**src/rtl/cdb_arbiter_pkg.sv**
```systemverilog
`default_nettype none
// ============================================================================
// Module  : len5_config_pkg / len5_pkg
// Purpose : Shared configuration constants for the LEN5 backend and the
//           Common Data Bus payload type.
//           len5_config_pkg - number of execution units, EU index map and
//                             ROB depth.
//           len5_pkg        - cdb_data_t, the packed payload carried on the
//                             CDB (rob_idx in the MSBs, except_code in the
//                             LSBs).
// Revision: 1.0 - initial release
// ============================================================================
package len5_config_pkg;

    localparam int MAX_EU_N        = 7;
    localparam int ROB_DEPTH       = 32;

    localparam int EU_LOAD_BUFFER  = 0;
    localparam int EU_STORE_BUFFER = 1;
    localparam int EU_BRANCH_UNIT  = 2;
    localparam int EU_INT_ALU      = 3;
    localparam int EU_INT_MULT     = 4;
    localparam int EU_INT_DIV      = 5;
    localparam int EU_FPU          = 6;

endpackage

package len5_pkg;

    import len5_config_pkg::*;

    typedef struct packed {
        logic [$clog2(ROB_DEPTH)-1:0] rob_idx;
        logic [63:0]                  res_value;
        logic                         except_raised;
        logic [4:0]                   except_code;
    } cdb_data_t;

endpackage
`default_nettype wire

```
**src/rtl/cdb_arbiter_rr_prio_enc.sv**
```systemverilog
`default_nettype none
// ============================================================================
// Module  : rr_prio_enc
// Purpose : Parametric priority encoder with a rotating start index. The
//           request vector is scanned upward from i_start, wrapping modulo N;
//           the first set request wins. Driving i_start with a constant 0
//           turns it into a plain lowest-index-first encoder.
// Ports   : i_req    [N]     request vector
//           i_start  [IDX_W] index where the search begins (must be < N)
//           o_valid          at least one request found
//           o_idx    [IDX_W] index of the winning request (0 if none)
//           o_onehot [N]     one-hot of the winner (0 if none)
// Revision: 1.0 - initial release
// ============================================================================
module rr_prio_enc #(
    parameter int N     = 7,
    parameter int IDX_W = (N > 1) ? $clog2(N) : 1
) (
    input  logic [N-1:0]     i_req,
    input  logic [IDX_W-1:0] i_start,
    output logic             o_valid,
    output logic [IDX_W-1:0] o_idx,
    output logic [N-1:0]     o_onehot
);

    localparam logic [IDX_W:0] c_n = (IDX_W+1)'(N);

    // One extra bit so start+offset can exceed N-1 before the wrap.
    logic [IDX_W:0] w_pos;

    always_comb begin
        o_valid  = 1'b0;
        o_idx    = '0;
        o_onehot = '0;
        w_pos    = '0;
        for (int off = 0; off < N; off++) begin
            w_pos = {1'b0, i_start} + (IDX_W+1)'(off);
            if (w_pos >= c_n) begin
                w_pos = w_pos - c_n;
            end
            if (!o_valid && i_req[w_pos[IDX_W-1:0]]) begin
                o_valid                     = 1'b1;
                o_idx                       = w_pos[IDX_W-1:0];
                o_onehot[w_pos[IDX_W-1:0]]  = 1'b1;
            end
        end
    end

endmodule
`default_nettype wire

```
**src/rtl/cdb_arbiter.sv**
```systemverilog
`default_nettype none
// ============================================================================
// Module  : cdb_arbiter
// Purpose : Grants one execution unit per cycle onto the Common Data Bus and
//           registers its result (1-cycle latency, 1 result/cycle sustained).
//           Build option: LEN5_CDB_RR_ARB_EN
//             defined   - round-robin priority from pointer r_rr
//             undefined - fixed priority, lowest index wins (no pointer)
// Ports   : clk_i, rst_i (sync, active-high), flush_i
//           eu_valid_i [EU_N]          per-unit result valid
//           eu_ready_o [EU_N]          per-unit grant (one-hot or zero)
//           eu_data_i  [EU_N*DATA_W]   per-unit payload, unit k at k*DATA_W
//           rob_ready_i                CDB consumer ready
//           cdb_valid_o, cdb_data_o [DATA_W], cdb_src_o [SRC_W]
// Revision: 1.0 - initial release
// ============================================================================
module cdb_arbiter
    import len5_config_pkg::*;
    import len5_pkg::*;
#(
    parameter  int EU_N   = MAX_EU_N,
    parameter  int DATA_W = $bits(cdb_data_t),
    localparam int SRC_W  = (EU_N > 1) ? $clog2(EU_N) : 1
) (
    input  logic                     clk_i,
    input  logic                     rst_i,
    input  logic                     flush_i,
    input  logic [EU_N-1:0]          eu_valid_i,
    output logic [EU_N-1:0]          eu_ready_o,
    input  logic [EU_N*DATA_W-1:0]   eu_data_i,
    input  logic                     rob_ready_i,
    output logic                     cdb_valid_o,
    output logic [DATA_W-1:0]        cdb_data_o,
    output logic [SRC_W-1:0]         cdb_src_o
);

    logic                  r_valid;
    logic [DATA_W-1:0]     r_data;
    logic [SRC_W-1:0]      r_src;

    logic                  w_can_accept;
    logic                  w_grant_en;
    logic                  w_req_found;
    logic                  w_xfer;
    logic [SRC_W-1:0]      w_start;
    logic [SRC_W-1:0]      w_grant_idx;
    logic [EU_N-1:0]       w_grant_oh;
    logic [DATA_W-1:0]     w_sel_data;

    // The output slot frees up either because it is empty or because the
    // consumer takes the current entry this cycle.
    assign w_can_accept = !r_valid || rob_ready_i;
    assign w_grant_en   = w_can_accept && !flush_i;
    assign w_xfer       = w_grant_en && w_req_found;

    rr_prio_enc #(
        .N     (EU_N),
        .IDX_W (SRC_W)
    ) u_prio_enc (
        .i_req    (eu_valid_i),
        .i_start  (w_start),
        .o_valid  (w_req_found),
        .o_idx    (w_grant_idx),
        .o_onehot (w_grant_oh)
    );

`ifdef LEN5_CDB_RR_ARB_EN
    localparam logic [SRC_W-1:0] c_last_eu = SRC_W'(EU_N - 1);

    logic [SRC_W-1:0] r_rr;

    assign w_start = r_rr;

    // Pointer moves just past the winner; untouched on stall, flush or idle.
    always_ff @(posedge clk_i) begin
        if (rst_i) begin
            r_rr <= '0;
        end else if (w_xfer) begin
            r_rr <= (w_grant_idx == c_last_eu) ? '0 : w_grant_idx + 1'b1;
        end
    end
`else
    assign w_start = '0;
`endif

    assign eu_ready_o = w_grant_en ? w_grant_oh : '0;

    // AND-OR mux on the one-hot grant.
    always_comb begin
        w_sel_data = '0;
        for (int k = 0; k < EU_N; k++) begin
            if (w_grant_oh[k]) begin
                w_sel_data = w_sel_data | eu_data_i[k*DATA_W +: DATA_W];
            end
        end
    end

    always_ff @(posedge clk_i) begin
        if (rst_i) begin
            r_valid <= 1'b0;
            r_data  <= '0;
            r_src   <= '0;
        end else if (flush_i) begin
            r_valid <= 1'b0;
        end else if (w_can_accept) begin
            if (w_req_found) begin
                r_valid <= 1'b1;
                r_data  <= w_sel_data;
                r_src   <= w_grant_idx;
            end else begin
                r_valid <= 1'b0;
            end
        end
    end

    assign cdb_valid_o = r_valid;
    assign cdb_data_o  = r_data;
    assign cdb_src_o   = r_src;

endmodule
`default_nettype wire

```
**config.mk**
```make
export PLATFORM = sky130hd
export DESIGN_NAME = cdb_arbiter
export DESIGN_NICKNAME = d
export VERILOG_FILES = /design/src/rtl/cdb_arbiter_pkg.sv /design/src/rtl/cdb_arbiter_rr_prio_enc.sv /design/src/rtl/cdb_arbiter.sv
export SDC_FILE = /design/constraint.sdc
export NUM_CORES = 1
export LEC_CHECK = 0
export CAP_MARGIN = 15
export CORE_AREA = 4 4 240 242
export DETAILED_ROUTE_END_ITERATION = 10
export DIE_AREA = 0 0 244 246
export GPL_ROUTABILITY_DRIVEN = 0
export SLEW_MARGIN = 20
export SYNTH_ARGS = -nofsm -noshare
export SYNTH_HDL_FRONTEND = slang
export SYNTH_SLANG_ARGS = --single-unit
```
**constraint.sdc**
```tcl
create_clock -name clk_i -period 2.28 [get_ports clk_i]
set_clock_uncertainty 0.15 [all_clocks]
set_input_delay 0.456 -clock clk_i [delete_from_list [all_inputs] [get_ports clk_i]]
set_output_delay 0.456 -clock clk_i [all_outputs]
set_load 0.03 [all_outputs]
```
## Word-level counts from Yosys, hierarchy flattened

Cells that the tools add are included.

| operators by class | value |
|---|---|
| muxes and demuxes | 29 |
| bitwise operators | 7 |
| reductions and logical operators | 18 |

Operators with widths:

| operator | count |
|---|---|
| 75-bit two-way mux | 7 |
| 75-bit OR | 6 |
| 7-bit two-way mux | 2 |
| 3-bit two-way mux | 4 |
| 1-bit two-way mux | 10 |
| 1-bit zero test | 8 |
| 1-bit logical AND | 7 |
| 2-bit two-way mux | 3 |
| 6-bit two-way mux | 1 |
| 5-bit two-way mux | 1 |
| 4-bit two-way mux | 1 |
| 3-bit AND reduction | 1 |
| 2-bit OR reduction | 1 |
| 1-bit logical OR | 1 |
| 1-bit NOT | 1 |

| storage, ports and cells | value |
|---|---|
| flip-flop bits (word level) | 79 |
| bits of input ports | 536 |
| output and inout bits | 86 |
| logic and storage cells | 57 |

## Depth between registers and ports, before layout

Gate-level depths: netlist (run 1).

| logic depth | value |
|---|---|
| word-level depth | 32 |
| gate-level depth with buffers | 7 |
| depth with buffers taken out | 4 |

## Modules after synthesis

Synthesis (run 1) repeated with hierarchy kept, for this count alone.

| unflattened totals | value |
|---|---|
| cells, all modules | 863 |
| area total of the unflattened synthesis | 8101.5 um^2 |

Modules (own cells, without submodules):

| module | times used | cells an instance | area an instance (um^2) | seq. area each (um^2) |
|---|---|---|---|---|
| cdb_arbiter | 1 | 578 | 6055.8 | 1581.5 |
| rr_prio_enc | 1 | 285 | 2045.7 | 0.0 |

## Worst setup path before layout (run 1)

Ideal clock, no wire load.

| timing path | value |
|---|---|
| path kind | input port to output port |
| start point | input eu_valid_i[0] |
| end point | output eu_ready_o[5] |
| data arrival time | 1901 ps |
| data required time | 1674 ps |
| setup slack | -227 ps |
| cell stages on the path | 4 |
| cells stage by stage | buf_2 -> or4_1 -> buf_2 -> nor3_1 |

| on the way | value |
|---|---|
| word-level cells in the longest chain between the ends | 18 |

Ends and longest elaborated chain:

| item | RTL line | RTL |
|---|---|---|
| from (decl) | cdb_arbiter.sv:28 | `input logic [EU_N-1:0] eu_valid_i,` |
| 1-bit two-way mux (*) | cdb_arbiter_rr_prio_enc.sv:41 | `if (!o_valid && i_req[w_pos[IDX_W-1:0]]) begin` |
| 1-bit zero test | cdb_arbiter_rr_prio_enc.sv:41 |  |
| 1-bit logical AND | cdb_arbiter_rr_prio_enc.sv:41 |  |
| 1-bit two-way mux (*) | cdb_arbiter_rr_prio_enc.sv:41 |  |
| 1-bit zero test | cdb_arbiter_rr_prio_enc.sv:41 |  |
| 1-bit logical AND | cdb_arbiter_rr_prio_enc.sv:41 |  |
| 1-bit two-way mux (*) | cdb_arbiter_rr_prio_enc.sv:41 |  |
| 1-bit zero test | cdb_arbiter_rr_prio_enc.sv:41 |  |
| [2 not listed] | n/a |  |
| 1-bit zero test | cdb_arbiter_rr_prio_enc.sv:41 |  |
| 1-bit logical AND | cdb_arbiter_rr_prio_enc.sv:41 |  |
| 1-bit two-way mux (*) | cdb_arbiter_rr_prio_enc.sv:41 |  |
| 1-bit zero test (*) | cdb_arbiter_rr_prio_enc.sv:41 |  |
| 1-bit logical AND (*) | cdb_arbiter_rr_prio_enc.sv:41 |  |
| 6-bit two-way mux (*) | cdb_arbiter_rr_prio_enc.sv:41 |  |
| 7-bit two-way mux (*) | cdb_arbiter_rr_prio_enc.sv:41 |  |
| 7-bit two-way mux (*) | cdb_arbiter.sv:86 | `assign eu_ready_o = w_grant_en ? w_grant_oh : '0;` |
| to (decl) | cdb_arbiter.sv:29 | `output logic [EU_N-1:0] eu_ready_o,` |

Mark *: on every way between the ends. The rest lies on a longest branch, timed or not.

## Worst setup path in the final report (run 1)

| timing path | value |
|---|---|
| start point | input eu_valid_i[2] |
| end point | output eu_ready_o[3] |

| on the way | value |
|---|---|
| word-level cells in the longest chain between the ends | 9 |

Ends and longest elaborated chain:

| item | RTL line |
|---|---|
| 1-bit logical AND | cdb_arbiter_rr_prio_enc.sv:41 |
| 1-bit two-way mux | cdb_arbiter_rr_prio_enc.sv:41 |
| 1-bit zero test | cdb_arbiter_rr_prio_enc.sv:41 |
| 1-bit logical AND | cdb_arbiter_rr_prio_enc.sv:41 |
| 4-bit two-way mux | cdb_arbiter_rr_prio_enc.sv:41 |
| 5-bit two-way mux | cdb_arbiter_rr_prio_enc.sv:41 |
| 6-bit two-way mux | cdb_arbiter_rr_prio_enc.sv:41 |
| 7-bit two-way mux | cdb_arbiter_rr_prio_enc.sv:41 |
| 7-bit two-way mux | cdb_arbiter.sv:86 |

No other way between the ends.

==> results of run 1 <==
-- stage by stage --
stage | hold slack [ns] | utilization | total power (W) | setup WS (ns) | instances
after floorplan | 0.378 | - | 0.00243 | 0.0338 | 677
after global placement | 0.300 | 0.243 | 0.00402 | -0.391 | 2028
after detailed placement | 0.313 | 0.243 | 0.00404 | -0.424 | 2028
after CTS | 0.324 | 0.250 | 0.00587 | -0.0807 | 2048
after global routing | 0.366 | 0.251 | 0.00605 | -0.00882 | 2050
final | 0.320 | 0.251 | 0.00576 | 0.0402 | 2051
-- metal layers --
metal	routed length [µm]	vias to the layer above	share of wire
met5	47	-	0.0010
li1	-	4191	-
met4	2190	6	0.048
met2	22400	605	0.49
met3	4190	83	0.092
met1	16900	4488	0.37
-- area by class of cell --
cell class                      instances  area [µm²]  share of cell area
Tap cell                              748         936              0.0677
Sequential cell                        79        1580               0.114
Clock buffer                           12         256              0.0186
Clock inverter                          4        76.3             0.00552
Antenna cell                            1        2.50            0.000181
Multi-Input combinational cell        495        3880               0.280
Timing Repair Buffer                  709        7080               0.512
Inverter                                3        12.5            0.000905
-- repair_timing --
action	CTS	global route
setup endpoints to repair	10	7
setup buffers	4	3
resized for setup	12	5
pin swaps	3	1
cloned	0	0
hold buffers	0	0
-- how the worst max path moves through the flow --
stage	endpoint	slack (ns)	cells past startpoint
2_1_floorplan	eu_ready_o[4]	0.03	5
3_3_place_gp	cdb_data_o[28]$_SDFFE_PP0P_	-0.39	6
3_5_place_dp	cdb_data_o[60]$_SDFFE_PP0P_	-0.42	6
4_1_cts	eu_ready_o[6]	-0.08	4
5_1_grt	eu_ready_o[6]	-0.009	5
6_report	eu_ready_o[3]	0.04	6
-- cell families (layout without fill, tap and decap cells) --
group,after synthesis,after routing,synth area share
AOI/OAI and AO/OA,386,386,0.565
buffers and inverters,103,728,0.0791
DFF,79,79,0.270
other,0,1,0
and+or+nand+nor,109,109,0.0855
-- power by group --
part,internal (W),switching (W),total (W)
Combinational,0.00141,0.00104,0.00245
Sequential,0.00150,0.0000766,0.00158
Clock,0.00103,0.000712,0.00174
-- registers in the layout, summed over array words and instances, names as in the netlist --
name and flops:
cdb_data_o 75, cdb_src_o 3, cdb_valid_o 1
-- worst register-to-register path, stage by stage, from the launching register on --
cell	delay, ns
sky130_fd_sc_hd__dfxtp_1	0.33
sky130_fd_sc_hd__nor2b_2	0.18
sky130_fd_sc_hd__buf_4	0.15
sky130_fd_sc_hd__a211oi_4	0.27
sky130_fd_sc_hd__buf_12	0.30
sky130_fd_sc_hd__nor2_1	0.19
sky130_fd_sc_hd__a311oi_1	0.30
-- cells in the final DEF, fill, tap and decap left out, types with 18 or more instances in the layout --
| cell | count |
|---|---|
| sky130_fd_sc_hd__clkdlybuf4s50_1 | 606 |
| sky130_fd_sc_hd__nor2_1 | 79 |
| sky130_fd_sc_hd__dfxtp_1 | 79 |
| sky130_fd_sc_hd__buf_4 | 78 |
| sky130_fd_sc_hd__o21ai_0 | 73 |
| sky130_fd_sc_hd__a22o_1 | 72 |
| sky130_fd_sc_hd__a222oi_1 | 71 |
| sky130_fd_sc_hd__a221o_1 | 71 |
| sky130_fd_sc_hd__a311oi_1 | 64 |
| sky130_fd_sc_hd__buf_12 | 18 |
==> qor.txt, run 1 <==
result of the run -> finished, final reports clean
relative slew slack -> 0.568
mean routed wirelength per cell -> 22.3 µm
antenna-violating nets left -> 0
via count -> 9373
die width -> 244 µm
met3 Track Usage GR -> 0.0391
number of global-route vias before repair -> 9955
number of nets at the end of the flow -> 1833
MaxCap Viol Count -> 0
Max Fclk -> 0.446 GHz
post-layout instance area -> 13800 µm²
proportion of layout cells with a drive suffix above 1 -> 0.107
Clock Tree Root -> sky130_fd_sc_hd__clkbuf_16
leading post-synthesis cells by instance count -> sky130_fd_sc_hd__nor2_1 (81), sky130_fd_sc_hd__dfxtp_1 (79), sky130_fd_sc_hd__o21ai_0 (73)
floorplan die area -> 60000 µm²
slew at the pin closest to its max-slew limit -> 0.648 ns
clock transition time at the flip-flop clock pins of the worst setup and hold paths -> 0.07 ns
CORE AREA -> 55100 µm²
Synth Instances -> 677
clock period minus worst slack -> 2.24 ns
number of top-level pins -> 622
count of pins over their slew limit -> 0
Net Count, Synth -> 1213
Post-Synthesis Mean Instance Area -> 8.65 µm²
leftover overflow at the end of global routing -> 0
clock tree from TritonCTS -> done
placed cell area -> 13400 µm²
Synthesis Warnings -> 0
violation count after the first detailed-route iteration -> 710
Most Crowded Layer GR -> met2
Clock Latency Late Sink -> 0.37 ns
count of final hold-check violations -> 0
crit path max fanout -> 6
gr usage total -> 0.142
Num CTS Buffers -> 9
starting density of the core -> 0.106
worst setup path start -> eu_valid_i[2]
power per standard cell area -> 417 nW/µm²
GR Util met1 -> 0.156
origin of the worst min-delay path -> cdb_src_o[0]$_SDFFE_PP0P_
# rows -> 86
largest net degree at the start of global routing -> 68
sequential cell area fraction in the yosys report -> 0.270
IR drop worst, VDD -> 0.358 mV
total standard cell area after synthesis -> 5850 µm²
synthesis-stage register bit count -> 79
ordered cell list for the critical path -> dlygate4sd2_1, buf_6, nor4_4, buf_6, and2_1, buf_6
endpoint of the worst hold path -> cdb_src_o[0]$_SDFFE_PP0P_
DP Wirelength -> 36900 µm
top cell type's share of synthesized area -> 0.270
total buffers and inverters traversed by the critical path -> 4
final count of negative-setup-slack endpoints -> 0
post-synthesis to final-layout area growth -> 136%
Port Buffer Count -> 621
clock net sink count -> 79
number of antenna violations at the first check in global routing -> 5
reg2reg path depth -> 6
family of cells with the greatest summed delay on the critical path -> buffers and inverters
CTS max path bufs -> 2
crit path kind -> input pin to output port
critical path launch point type -> input pin
asr flop ratio synth -> 0
worst path arrival time -> 1.63 ns
largest cells by area after synthesis -> sky130_fd_sc_hd__dfxtp_1 (27%), sky130_fd_sc_hd__a221o_1 (12%), sky130_fd_sc_hd__a222oi_1 (12%), sky130_fd_sc_hd__a22o_1 (11%), sky130_fd_sc_hd__a311oi_1 (9.6%)
origin of the critical flop-to-flop path -> cdb_valid_o$_SDFFE_PP0N_
number of filler instances in the final layout -> 5968
final wirelength -> 45800 µm
post-synthesis cell type count -> 39
number of enable-type register cells in the synthesized netlist -> 0
final worst-path cycle share -> 0.982
Most used DFF post-synth -> sky130_fd_sc_hd__dfxtp_1
RSZ-0062 raised after global routing -> yes
data required time at the worst endpoint -> 1.67 ns
detailed-route vias per instance -> 4.57
Hold Crit Depth -> 2
worst reg2reg path endpoint -> cdb_data_o[60]$_SDFFE_PP0P_
Worst path max stage delay -> 0.32 ns
library cell with the largest summed area after synthesis -> sky130_fd_sc_hd__dfxtp_1
type of the worst min-delay path -> register to register
crit path max-delay cell type -> sky130_fd_sc_hd__nor4_4
number of detailed-route iterations in the first pass -> 10
Max H-tree Level -> 3
met2 track demand over resource -> 0.247
Setup TNS -> 0 ns
cell mode on critical path -> sky130_fd_sc_hd__buf_6
y dimension of the die -> 246 µm
DRC violations left -> 0
worst reg2reg setup slack -> 0.32 ns
cell with the most instances after synthesis -> sky130_fd_sc_hd__nor2_1
sort of element at the end of the critical path -> output port
Static Leak -> 4.80 nW
first-pass GRT wire length -> 64000 µm
Note: power is estimated with default switching activity, not from simulation.
==> run 2, diff against run 1 <==
--- a/config.mk
+++ b/config.mk
@@ -6,10 +6,13 @@
 export NUM_CORES = 1
 export LEC_CHECK = 0
 export CAP_MARGIN = 15
-export CORE_AREA = 4 4 240 242
+export CELL_PAD_IN_SITES_DETAIL_PLACEMENT = 0
+export CELL_PAD_IN_SITES_GLOBAL_PLACEMENT = 1
+export CORE_AREA = 2 2 239 241
 export DETAILED_ROUTE_END_ITERATION = 10
-export DIE_AREA = 0 0 244 246
+export DIE_AREA = 0 0 241 243
 export GPL_ROUTABILITY_DRIVEN = 0
+export PLACE_DENSITY_LB_ADDON = 0.1
 export SLEW_MARGIN = 20
 export SYNTH_ARGS = -nofsm -noshare
 export SYNTH_HDL_FRONTEND = slang
==> run 2 against run 1 <==
Effect of this change:
- register-to-register slack better by 0.13 ns
- non-clock buffer count is 18 higher
- fmax rose by 0.56%
- power down 3.8%
- flip-flop and latch count unchanged
- utilization grew 0.058 points
- clock-buffer cell count increased by 1
- final cell count increased by 1.5%
- combinational power up 2%
- global-route usage is 3.2 points higher
- highest routed layer unchanged
==> qor.txt, run 2 (synthesis results as in run 1) <==
leftover overflow at the end of global routing -> 0
worst path arrival time -> 1.62 ns
Port Buffer Count -> 621
Clock Tree Root -> sky130_fd_sc_hd__clkbuf_16
critical path launch point type -> input pin
proportion of layout cells with a drive suffix above 1 -> 0.117
Num CTS Buffers -> 9
die width -> 241 µm
largest net degree at the start of global routing -> 48
post-layout instance area -> 14100 µm²
detailed-route vias per instance -> 4.34
Switch Pwr -> 0.00182 W
Clock Latency Late Sink -> 0.37 ns
number of top-level pins -> 622
RSZ-0062 raised after global routing -> yes
MaxCap Viol Count -> 0
Static Leak -> 4.92 nW
y dimension of the die -> 243 µm
CTS max path bufs -> 2
Logic pwr share -> 0.451
crit path kind -> input pin to output port
CORE AREA -> 56000 µm²
result of the run -> finished, final reports clean
DP Wirelength -> 42400 µm
cell-internal power -> 0.00373 W
gr usage total -> 0.173
hold_buf cts -> 0
mean routed wirelength per cell -> 25.4 µm
count of final hold-check violations -> 0
number of detailed-route iterations in the first pass -> 8
net switching fraction of the power -> 0.328
data required time at the worst endpoint -> 1.67 ns
total buffers and inverters traversed by the critical path -> 3
IR drop worst, VDD -> 0.371 mV
share of power burned in registers -> 0.283
clock net sink count -> 79
type of the worst min-delay path -> register to register
placed cell area -> 13700 µm²
Max H-tree Level -> 3
starting density of the core -> 0.105
antenna-violating nets left -> 0
family of cells with the greatest summed delay on the critical path -> buffers and inverters
clock period minus worst slack -> 2.23 ns
via count -> 9036
number of nets at the end of the flow -> 1851
number of antenna violations at the first check in global routing -> 15
clock transition time at the flip-flop clock pins of the worst setup and hold paths -> 0.07 ns
leading cell type in the layout, fill and taps excluded -> sky130_fd_sc_hd__clkdlybuf4s50_1
post-synthesis to final-layout area growth -> 140%
top library cells by usage in the layout, fill and taps aside -> sky130_fd_sc_hd__clkdlybuf4s50_1 (605), sky130_fd_sc_hd__buf_4 (82), sky130_fd_sc_hd__nor2_1 (80)
crit path max fanout -> 4
Worst path max stage delay -> 0.49 ns
final count of negative-setup-slack endpoints -> 0
sort of element at the end of the critical path -> output port
clock tree from TritonCTS -> done
relative slew slack -> 0.620
final worst-path cycle share -> 0.977
slew at the pin closest to its max-slew limit -> 0.570 ns
violation count after the first detailed-route iteration -> 646
final wirelength -> 52800 µm
floorplan die area -> 58600 µm²
flip-flop count of the largest register after layout -> 75
# rows -> 87
first-pass GRT wire length -> 72000 µm
Layout Utilization -> 0.252
ordered cell list for the critical path -> clkdlybuf4s50_1, nor2b_2, nor2_2, buf_6, and3_1, buf_4
Setup TNS -> 0 ns
crit path max-delay cell type -> sky130_fd_sc_hd__clkdlybuf4s50_1
total design power -> 0.00554 W
count of pins over their slew limit -> 0
power share of the clock group -> 0.266
Max Fclk -> 0.449 GHz
power per standard cell area -> 394 nW/µm²
DRC violations left -> 0
number of global-route vias before repair -> 9684
run 2: changes by cell type in the layout (fill, tap and decap cells not counted), sizes merged:
cell and change:
buf +19, diode +7, bufinv -2, clkbuf +2, clkdlybuf4s50 -1, clkinvlp -1
dlymetal6s2s -1
run 2: worst reg2reg max path, stage by stage (launching register included):
cell                       delay, ns
sky130_fd_sc_hd__dfxtp_1        0.32
sky130_fd_sc_hd__nor2b_2        0.17
sky130_fd_sc_hd__buf_4          0.14
sky130_fd_sc_hd__a211oi_4       0.27
sky130_fd_sc_hd__buf_12         0.22
sky130_fd_sc_hd__buf_4          0.21
sky130_fd_sc_hd__nor2_1         0.06
sky130_fd_sc_hd__a311oi_2       0.22
run 2: power by group through the flow:
stage	clock network [W]	registers, W	logic, W
after floorplan	0	0.00182	0.000607
after global placement	0	0.00160	0.00253
after detailed placement	0	0.00160	0.00252
after CTS	0.00158	0.00157	0.00254
after global routing	0.00160	0.00158	0.00266
final	0.00147	0.00157	0.00250
run 2: through the flow:
| step | worst slack, ns | instances | hold slack, ns |
|---|---|---|---|
| 2_1_floorplan | 0.0338 | 677 | 0.378 |
| 3_3_place_gp | -0.433 | 2053 | 0.305 |
| 3_5_place_dp | -0.418 | 2053 | 0.339 |
| 4_1_cts | 0.00700 | 2073 | 0.348 |
| 5_1_grt | -0.0134 | 2080 | 0.374 |
| 6_report | 0.0528 | 2082 | 0.341 |
run 2: metal layers:
metal	wire (µm)	up-vias	GRT usage
met2	27500	395	0.317
li1	-	4231	-
met3	4240	40	0.0507
met5	59	-	0
met4	979	8	0.0579
met1	20000	4362	0.189
run 2: final timing paths:
| check | start | end | slack [ns] | depth (start not counted) |
|---|---|---|---|---|
| min | cdb_src_o[2]$_SDFFE_PP0P_ | cdb_src_o[2]$_SDFFE_PP0P_ | 0.34 | 1 |
| min reg2reg | cdb_src_o[2]$_SDFFE_PP0P_ | cdb_src_o[2]$_SDFFE_PP0P_ | 0.34 | 1 |
| max reg2reg | cdb_valid_o$_SDFFE_PP0N_ | cdb_data_o[64]$_SDFFE_PP0P_ | 0.45 | 7 |
| max | rob_ready_i | eu_ready_o[1] | 0.05 | 6 |
run 2: repair_timing:
action	4_1_cts	5_1_grt
gates resized for setup	19	3
endpoints found under the setup margin	9	4
setup buffers	6	1
gates cloned	0	0
pin swaps	3	1
run 2: final cells by class:
class,count,area (µm²)
repair buffers,727,7370
clock inverters,1,5.00
clock buffers,13,260
diodes,8,20.0
multi-input cells,495,3880
well taps,756,946
fillers,6088,41900
inverters,3,11.3
flip-flops and latches,79,1580
